`src/rtl/burst_write_fsm_pkg.sv`:
```
// Shared types and sizing helpers for the burst write sequencer.
// The optional parity bit is enabled by defining BURST_WR_PARITY_EN.
package burst_wr_pkg;

   typedef enum logic [1:0] {
      IDLE  = 2'd0,
      WRITE = 2'd1,
      DONE  = 2'd2
   } state_t;

`ifdef BURST_WR_PARITY_EN
   localparam int PAR_W = 1;
`else
   localparam int PAR_W = 0;
`endif

   // A one-word burst still needs a one-bit address.
   function automatic int addr_w(input int len);
      return (len <= 2) ? 1 : $clog2(len);
   endfunction

endpackage

```
`src/rtl/burst_write_fsm_if.sv`:
```
// Upstream valid/ready, FIFO storage write port and status of the burst sequencer.
// The wr_data width grows by one bit when BURST_WR_PARITY_EN is defined.
interface burst_write_fsm_if
   import burst_wr_pkg::*;
#(
   parameter int BURST_LEN = 4,
   parameter int DATA_W    = 8,
   localparam int ADDR_W   = addr_w(BURST_LEN),
   localparam int WR_W     = DATA_W + PAR_W
);
   logic              start;
   logic [DATA_W-1:0] in_data;
   logic              in_valid;
   logic              in_ready;
   logic              full;
   logic              wr_en;
   logic [ADDR_W-1:0] wr_addr;
   logic [WR_W-1:0]   wr_data;
   logic              busy;
   logic              done;

   modport master (
      output start, in_data, in_valid, full,
      input  in_ready, wr_en, wr_addr, wr_data, busy, done
   );

   modport slave (
      input  start, in_data, in_valid, full,
      output in_ready, wr_en, wr_addr, wr_data, busy, done
   );
endinterface

```
`src/rtl/burst_write_fsm_addr_cnt.sv`:
```
// Write index counter for one burst: cleared on burst entry, advanced per accepted word.
// The index saturates at the last slot instead of wrapping inside a burst.
module burst_addr_cnt
   import burst_wr_pkg::*;
#(
   parameter int  BURST_LEN = 4,
   localparam int ADDR_W    = addr_w(BURST_LEN)
) (
   input  logic              clk,
   input  logic              rst,
   input  logic              clr,
   input  logic              inc,
   output logic [ADDR_W-1:0] cnt,
   output logic              last
);

   assign last = (cnt == ADDR_W'(BURST_LEN - 1));

   always_ff @(posedge clk or negedge rst) begin
      if (!rst) begin
         // NOTE: non-blocking assignments in clocked blocks so every register samples pre-edge values.
         cnt <= '0;
      end else if (clr) begin
         cnt <= '0;
      end else if (inc && !last) begin
         cnt <= cnt + 1'b1;
      end
   end

endmodule

```
`src/rtl/burst_write_fsm.sv`:
```
// Write-side burst sequencer: takes BURST_LEN words from a valid/ready source into FIFO storage.
// Define BURST_WR_PARITY_EN to append an even-parity bit as the MSB of wr_data.
module burst_write_fsm
   import burst_wr_pkg::*;
#(
   parameter int  BURST_LEN = 4,
   parameter int  DATA_W    = 8,
   localparam int ADDR_W    = addr_w(BURST_LEN),
   localparam int WR_W      = DATA_W + PAR_W
) (
   input logic               clk,
   input logic               rst,
   burst_write_fsm_if.slave  bus
);

   state_t            state;
   logic [ADDR_W-1:0] idx;
   logic              last;
   logic              xfer;
   logic              clr;
   logic [WR_W-1:0]   wr_word;

   // NOTE: in_ready is decoded from the state register rather than registered,
   // so a falling full flag lets the very same cycle accept a word.
   assign bus.in_ready = (state == WRITE) && !bus.full;
   assign xfer         = bus.in_valid && bus.in_ready;
   assign clr          = (state == IDLE) && bus.start;

`ifdef BURST_WR_PARITY_EN
   assign wr_word = {^bus.in_data, bus.in_data};
`else
   assign wr_word = bus.in_data;
`endif

   burst_addr_cnt #(.BURST_LEN(BURST_LEN)) u_addr_cnt (
      .clk  (clk),
      .rst  (rst),
      .clr  (clr),
      .inc  (xfer),
      .cnt  (idx),
      .last (last)
   );

   always_ff @(posedge clk or negedge rst) begin
      if (!rst) begin
         state       <= IDLE;
         bus.wr_en   <= 1'b0;
         bus.wr_addr <= '0;
         bus.wr_data <= '0;
         bus.busy    <= 1'b0;
         bus.done    <= 1'b0;
      end else begin
         bus.wr_en <= 1'b0;
         bus.done  <= 1'b0;
         unique case (state)
            IDLE: begin
               if (bus.start) begin
                  state    <= WRITE;
                  bus.busy <= 1'b1;
               end
            end
            WRITE: begin
               if (xfer) begin
                  bus.wr_en   <= 1'b1;
                  bus.wr_addr <= idx;
                  bus.wr_data <= wr_word;
                  // done rises together with the final write strobe.
                  if (last) begin
                     state    <= DONE;
                     bus.done <= 1'b1;
                  end
               end
            end
            DONE: begin
               state    <= IDLE;
               bus.busy <= 1'b0;
            end
            default: begin
               state    <= IDLE;
               bus.busy <= 1'b0;
            end
         endcase
      end
   end

endmodule

```
`src/flat_wrapper.sv`:
```
// flat-port wrapper written by rule: the top's interface ports become plain ports
module burst_write_fsm_flat import burst_wr_pkg::*;
#(
   parameter int  BURST_LEN = 4,
   parameter int  DATA_W    = 8,
   localparam int ADDR_W    = addr_w(BURST_LEN),
   localparam int WR_W      = DATA_W + PAR_W
)
  (clk, rst, bus_start, bus_in_data, bus_in_valid, bus_full, bus_in_ready, bus_wr_en, bus_wr_addr, bus_wr_data, bus_busy, bus_done);
  burst_write_fsm_if #(.BURST_LEN(BURST_LEN), .DATA_W(DATA_W)) bus_i ();
  input logic clk;
  input logic rst;
  input wire logic [$bits(bus_i.start)-1:0] bus_start;
  input wire logic [$bits(bus_i.in_data)-1:0] bus_in_data;
  input wire logic [$bits(bus_i.in_valid)-1:0] bus_in_valid;
  input wire logic [$bits(bus_i.full)-1:0] bus_full;
  output wire logic [$bits(bus_i.in_ready)-1:0] bus_in_ready;
  output wire logic [$bits(bus_i.wr_en)-1:0] bus_wr_en;
  output wire logic [$bits(bus_i.wr_addr)-1:0] bus_wr_addr;
  output wire logic [$bits(bus_i.wr_data)-1:0] bus_wr_data;
  output wire logic [$bits(bus_i.busy)-1:0] bus_busy;
  output wire logic [$bits(bus_i.done)-1:0] bus_done;
  assign bus_i.start = bus_start;
  assign bus_i.in_data = bus_in_data;
  assign bus_i.in_valid = bus_in_valid;
  assign bus_i.full = bus_full;
  assign bus_in_ready = bus_i.in_ready;
  assign bus_wr_en = bus_i.wr_en;
  assign bus_wr_addr = bus_i.wr_addr;
  assign bus_wr_data = bus_i.wr_data;
  assign bus_busy = bus_i.busy;
  assign bus_done = bus_i.done;
  burst_write_fsm #(.BURST_LEN(BURST_LEN), .DATA_W(DATA_W)) u_core (.clk(clk), .rst(rst), .bus(bus_i));
endmodule
```
`config.mk`:
```
export PLATFORM = sky130hd
export DESIGN_NAME = burst_write_fsm_flat
export DESIGN_NICKNAME = d
export VERILOG_FILES = /design/src/rtl/burst_write_fsm_pkg.sv /design/src/rtl/burst_write_fsm_if.sv /design/src/rtl/burst_write_fsm_addr_cnt.sv /design/src/rtl/burst_write_fsm.sv /design/src/flat_wrapper.sv
export SDC_FILE = /design/constraint.sdc
export NUM_CORES = 1
export LEC_CHECK = 0
export BUFFER_PORTS_ARGS = -buffer_cell sky130_fd_sc_hd__buf_2
export CAP_MARGIN = 20
export CORE_UTILIZATION = 49
export CTS_BUF_LIST = sky130_fd_sc_hd__clkbuf_8 sky130_fd_sc_hd__clkbuf_16
export DETAILED_ROUTE_END_ITERATION = 10
export PLACE_DENSITY_LB_ADDON = 0.1
export SLEW_MARGIN = 10
export SYNTH_ARGS = -nofsm -noshare
export SYNTH_HDL_FRONTEND = slang
export SYNTH_SLANG_ARGS = --single-unit
```
`constraint.sdc`:
```
create_clock -name clk -period 3.7 [get_ports clk]
set_input_delay 0.74 -clock clk [delete_from_list [all_inputs] [get_ports clk]]
set_output_delay 0.74 -clock clk [all_outputs]
set_load 0.005 [all_outputs]
```
# After elaboration in Yosys (flattened, before gate mapping)
# Cells that the tools add are included.
dict set report classes {
  n_addsub 1
  eq_ne 5
  muxes 13
  bitwise 1
  reduce_logical 11
}
# operator count
set op_table {}
lappend op_table {{$mux W2} 5}
lappend op_table {{$mux W1} 6}
lappend op_table {{$ne A2 B2 Y1 const B} 3}
lappend op_table {{$logic_and A1 B1 Y1} 4}
lappend op_table {{$pmux W2 S2} 1}
lappend op_table {{$reduce_and A2 Y1} 2}
lappend op_table {{$reduce_and A3 Y1} 1}
lappend op_table {{$add A2 B1 Y2 const B} 1}
lappend op_table {{$eq A2 B1 Y1 const B} 1}
lappend op_table {{$eq A2 B2 Y1 const B} 1}
lappend op_table {{$logic_not A1 Y1} 2}
lappend op_table {{$logic_not A2 Y1} 1}
lappend op_table {{$pmux W1 S2} 1}
lappend op_table {{$reduce_bool A2 Y1} 1}
lappend op_table {{$not A1 Y1} 1}
dict set report word_totals {
  register_bits 17
  output_inout_bits 14
  elab_cells 38
}

# Logic depth before layout (Yosys ltp)
dict set report logic_depth {
  depth_word 6
  ltp_mapped 5
  depth_no_buf 3
}

# Cells and area by module
# A second synthesis with hierarchy kept.
dict set report unflattened {
  cells_unflattened 48
  area_unflattened_um2 752.0
}
# mod instances cells_each area_per_inst_um2 seq_area_each_um2
set modules_own_cells {}
lappend modules_own_cells {burst_write_fsm 1 38 628.1 375.4}
lappend modules_own_cells {burst_addr_cnt 1 10 123.9 50.0}

# Worst setup path before layout
# Ideal clock, no wire load.
dict set report synth_path {
  path_kind {input port to flip-flop}
  start {in bus_full}
  end {reg u_core.bus.wr_addr[0]}
  setup_time_ps 125
  arrival_time_ps 1582
  setup_slack_ps 1993
  path_stages 4
  n_path_buf 2
  path_cell_list {nor4bb_1 -> buf_4 -> buf_12 -> mux2_4}
}
dict set report synth_via {
  elab_chain_cells 4
}
# element line_no
set synth_rtl {}
lappend synth_rtl {{start, declared} flat_wrapper.sv:16} ;# input wire logic [$bits(bus_i.full)-1:0] bus_full;
lappend synth_rtl {{$logic_not A1 Y1} burst_write_fsm.sv:25} ;# assign bus.in_ready = (state == WRITE) && !bus.full;
lappend synth_rtl {{$logic_and A1 B1 Y1} burst_write_fsm.sv:25}
lappend synth_rtl {{$logic_and A1 B1 Y1} burst_write_fsm.sv:26} ;# assign xfer = bus.in_valid && bus.in_ready;
lappend synth_rtl {{$reduce_and A2 Y1 (no line)} --}
lappend synth_rtl {{end signal, assigned} burst_write_fsm.sv:65} ;# bus.wr_addr <= idx;
lappend synth_rtl {{end, declared} burst_write_fsm_if.sv:29} ;# output in_ready, wr_en, wr_addr, wr_data, busy, done
# Every way passes these cells.
# A chain may end at the register's enable or synchronous reset.

# Worst setup path after layout
dict set report layout_path {
  start {in bus_full}
  end {reg u_core.u_addr_cnt.cnt[0]}
}
dict set report layout_via {
  elab_chain_cells 5
}
# element line_no
set layout_rtl {}
lappend layout_rtl {{$logic_not A1 Y1} burst_write_fsm.sv:25}
lappend layout_rtl {{$logic_and A1 B1 Y1} burst_write_fsm.sv:25}
lappend layout_rtl {{$logic_and A1 B1 Y1} burst_write_fsm.sv:26}
lappend layout_rtl {{$logic_and A1 B1 Y1} burst_write_fsm_addr_cnt.sv:25} ;# end else if (inc && !last) begin
lappend layout_rtl {{$reduce_bool A2 Y1 (no line)} --}
lappend layout_rtl {{end signal, assigned} burst_write_fsm_addr_cnt.sv:26} ;# cnt <= cnt + 1'b1;
lappend layout_rtl {{end, declared} burst_write_fsm_addr_cnt.sv:13} ;# output logic [ADDR_W-1:0] cnt,
# Every way passes these cells.

==> flow_summary_export.csv <==
group,metric,value,unit
synthesis,yosysMostFrequentCell,"dfrtp_1",
clocking,path_clk_slew,70,ps
floorplan,num_rows,13,
pwr,leakage,0.459,nW
floorplan,coreArea,1320,µm²
critical_path,critPathKind,"in2reg",
pwr,p_clk_share,21.7,%
placement,placed_cells,84,
critical_path,ff2ff_path_depth,3,
critical_path,max_stage_delay,880,ps
clocking,root_buffer,"clkbuf_8",
synthesis,async_flop_share,100,%
pwr,vdd_drop_max,0.422,mV
clocking,post_cts_buffers,0,
global_route,grt_max_degree,18,
critical_path,cp_max_fo,15,
placement,gp_congestion,0.614,
clocking,hold_buffers,0,
synthesis,synth_cell_type_count,18,
drt,drt_first_pass_iters,3,
placement,port_buffers,26,
timing,final-hold-violation-count,0,
pwr,switching_share,27.4,%
floorplan,boundaryPins,27,
synthesis,synth_seq_cells,17,
critical_path,cp.required,3880,ps
layout,antenna_cells,0,
critical_path,reg2reg_to,"u_core.u_addr_cnt.cnt[0]",
synthesis,syn-instance-count,45,
clocking,clock_latency,250,ps
timing,slew_headroom,33.4,%
synthesis,yosysWarnings,0,
synthesis,syn-cell-area,701,µm²
synthesis,synthTopCellsByCount,"dfrtp_1, mux2_4, mux2_2, o21ai_0, nand2_1",
clocking,postCtsResizedCells,0,
clocking,htreeDepth,1,
timing,rsz0062_at_grt,"no",
drt,drcViolationCount,0,
layout,area_growth,26.1,%
worst_hold_path,hold_class,"in2async",
layout,nNetsFinal,88,
critical_path,regToRegSetupSlack,1860,ps
clocking,cts_buffer_depth,2,
global_route,grt_pass1_vias,399,
timing,setup_viol,0,
drt,top_layer,"met3",
synthesis,synth-seq-area-share,60.7,%
timing,setup_tns,0,ps
pwr,power.switching,175,µW
floorplan,dieWidth,39.8,µm
drt,met2WireLength,498,µm
critical_path,endpoint_kind,"flip-flop",
layout,fill_cells,101,
global_route,overflow,0,
synthesis,synthFlopType,"dfrtp_1",
layout,final_cells,88,
timing,fmax,0.493,GHz
critical_path,rr_startpoint,"u_core.state[1]",
layout,drive_gt1_share,60.3,%
drt,post_drt_wl_per_cell,12.5,µm
clocking,cts_buffers,3,
global_route,grt_pass1_wl,1.68,mm
pwr,p_int,463,µW
timing,fin_crit_sh,54.8,%
synthesis,yosys.area.top_type,"dfrtp_1",
synthesis,synth_edf_count,0,
floorplan,die_h,39.8,µm
timing,tightest_slew,998,ps
timing,min_period,2030,ps
drt,vias_per_cell,4.88,
pwr,comb_power_share,31.6,%
global_route,antenna_found_initial,0,
floorplan,start_util,53.2,%
drt,wl_met1,541,µm
clocking,clock-sinks,17,
critical_path,arrival,2210,ps
critical_path,cpMaxStageDelayCell,"nor4bb_4",
placement,dpl_cell_area,837,µm²
synthesis,synth.avg_cell_area,15.6,µm²
synthesis,synth_area_leaders,"dfrtp_1, mux2_4, mux2_2, buf_12, o21ai_0",
floorplan,dieArea,1590,µm²
critical_path,path_cells,"buf_2, nor4bb_4, and2b_2, mux2i_1",
drt,drt-initial-drc-count,1,
timing,finClkSkew,2.51,ps
run,maxCapViolations,0,
global_route,track_usage,17.5,%
critical_path,start_kind,"input pin",
synthesis,synth_top_cell_area_share,60.7,%
pwr,p_seq_share,46.7,%
layout,stdcell_area,883,µm²
clocking,cts_tree,"built",
drt,routed_wl,1.10,mm
drt,via_count,429,
drt,met3_wirelength,63,µm
run_status,status,"finished, final reports clean",
drt,ant_nets,0,
pwr,p_per_area,722,nW/µm²
timing,drv_slew,0,
synthesis,syn_nets,59,
sequential cells by signal, summed over array words and instances (netlist names):
| register | flops |
|---|---|
| u_core.bus.done | 1 |
| u_core.bus.busy | 1 |
| u_core.u_addr_cnt.cnt | 2 |
| u_core.state | 2 |
| u_core.bus.wr_addr | 2 |
| u_core.bus.wr_data | 8 |
| u_core.bus.wr_en | 1 |
worst max-delay path by stage:
stage / from / endpoint / cells after the start
after floorplan: bus_full / u_core.bus.wr_addr[0] / 4
after global placement: bus_full / u_core.u_addr_cnt.cnt[0] / 4
after detailed placement: bus_full / u_core.u_addr_cnt.cnt[0] / 4
after CTS: bus_full / u_core.u_addr_cnt.cnt[0] / 4
after global routing: bus_full / u_core.u_addr_cnt.cnt[0] / 4
final: bus_full / u_core.u_addr_cnt.cnt[0] / 4
power groups by stage:
stage	clock (mW)	combinational (mW)	sequential [mW]
2_1_floorplan	0	0.121	0.302
3_3_place_gp	0	0.202	0.301
3_5_place_dp	0	0.204	0.301
4_1_cts	0.143	0.205	0.301
5_1_grt	0.153	0.226	0.309
6_report	0.138	0.202	0.298
logic make-up after synthesis:
kind of cell             Yosys count  synth area share, %
AO/OA/AOI/OAI                      3                 2.14
adder cells (fa/ha/maj)            1                 1.79
AND/OR/NAND/NOR                   10                 9.65
buffers and inverters              3                 4.46
multiplexers                      11                 21.2
flip-flops                        17                 60.7
routing by layer:
metal / GRT usage, % / vias to the layer above
met5: 0 / -
met4: 10.3 / 0
met3: 8.52 / 0
met2: 25.4 / 17
met1: 20.6 / 205
li1: - / 207
through the flow:
step | worst slack, ps | total power [mW] | util, % | hold slack (ps)
floorplan | 1990 | 0.423 | - | 444
global placement | 1400 | 0.502 | 63.5 | 487
detailed placement | 1380 | 0.505 | 63.5 | 487
CTS | 1660 | 0.649 | 67.0 | 400
global route | 1580 | 0.688 | 67.0 | 421
finish | 1670 | 0.638 | 67.0 | 393
critical path, delay by kind of cell:
| kind | cells | cell delay, ps |
|---|---|---|
| muxes | 1 | 170 |
| and+or+nand+nor | 2 | 1180 |
| buffers and inverters | 1 | 120 |
cell type report:
| cell class | instances | area (µm²) | share of cell area (%) |
|---|---|---|---|
| inverter | 1 | 3.75 | 0.425 |
| clock buffer | 3 | 41.3 | 4.67 |
| clock inverter | 1 | 5.00 | 0.567 |
| tap | 15 | 18.8 | 2.12 |
| sequential | 17 | 425 | 48.2 |
| timing repair buffer | 26 | 130 | 14.7 |
| multi-input combinational | 25 | 259 | 29.3 |
layout by cell type, fill, tap and decap left out, drive strengths merged, types with 2 or more instances in the layout:
| cell type | n |
|---|---|
| nand2 | 2 |
| dfrtp | 17 |
| clkbuf | 3 |
| buf | 26 |
| mux2 | 10 |
| o21ai | 3 |
| and2 | 2 |
(Power assumes the default switching activity.)
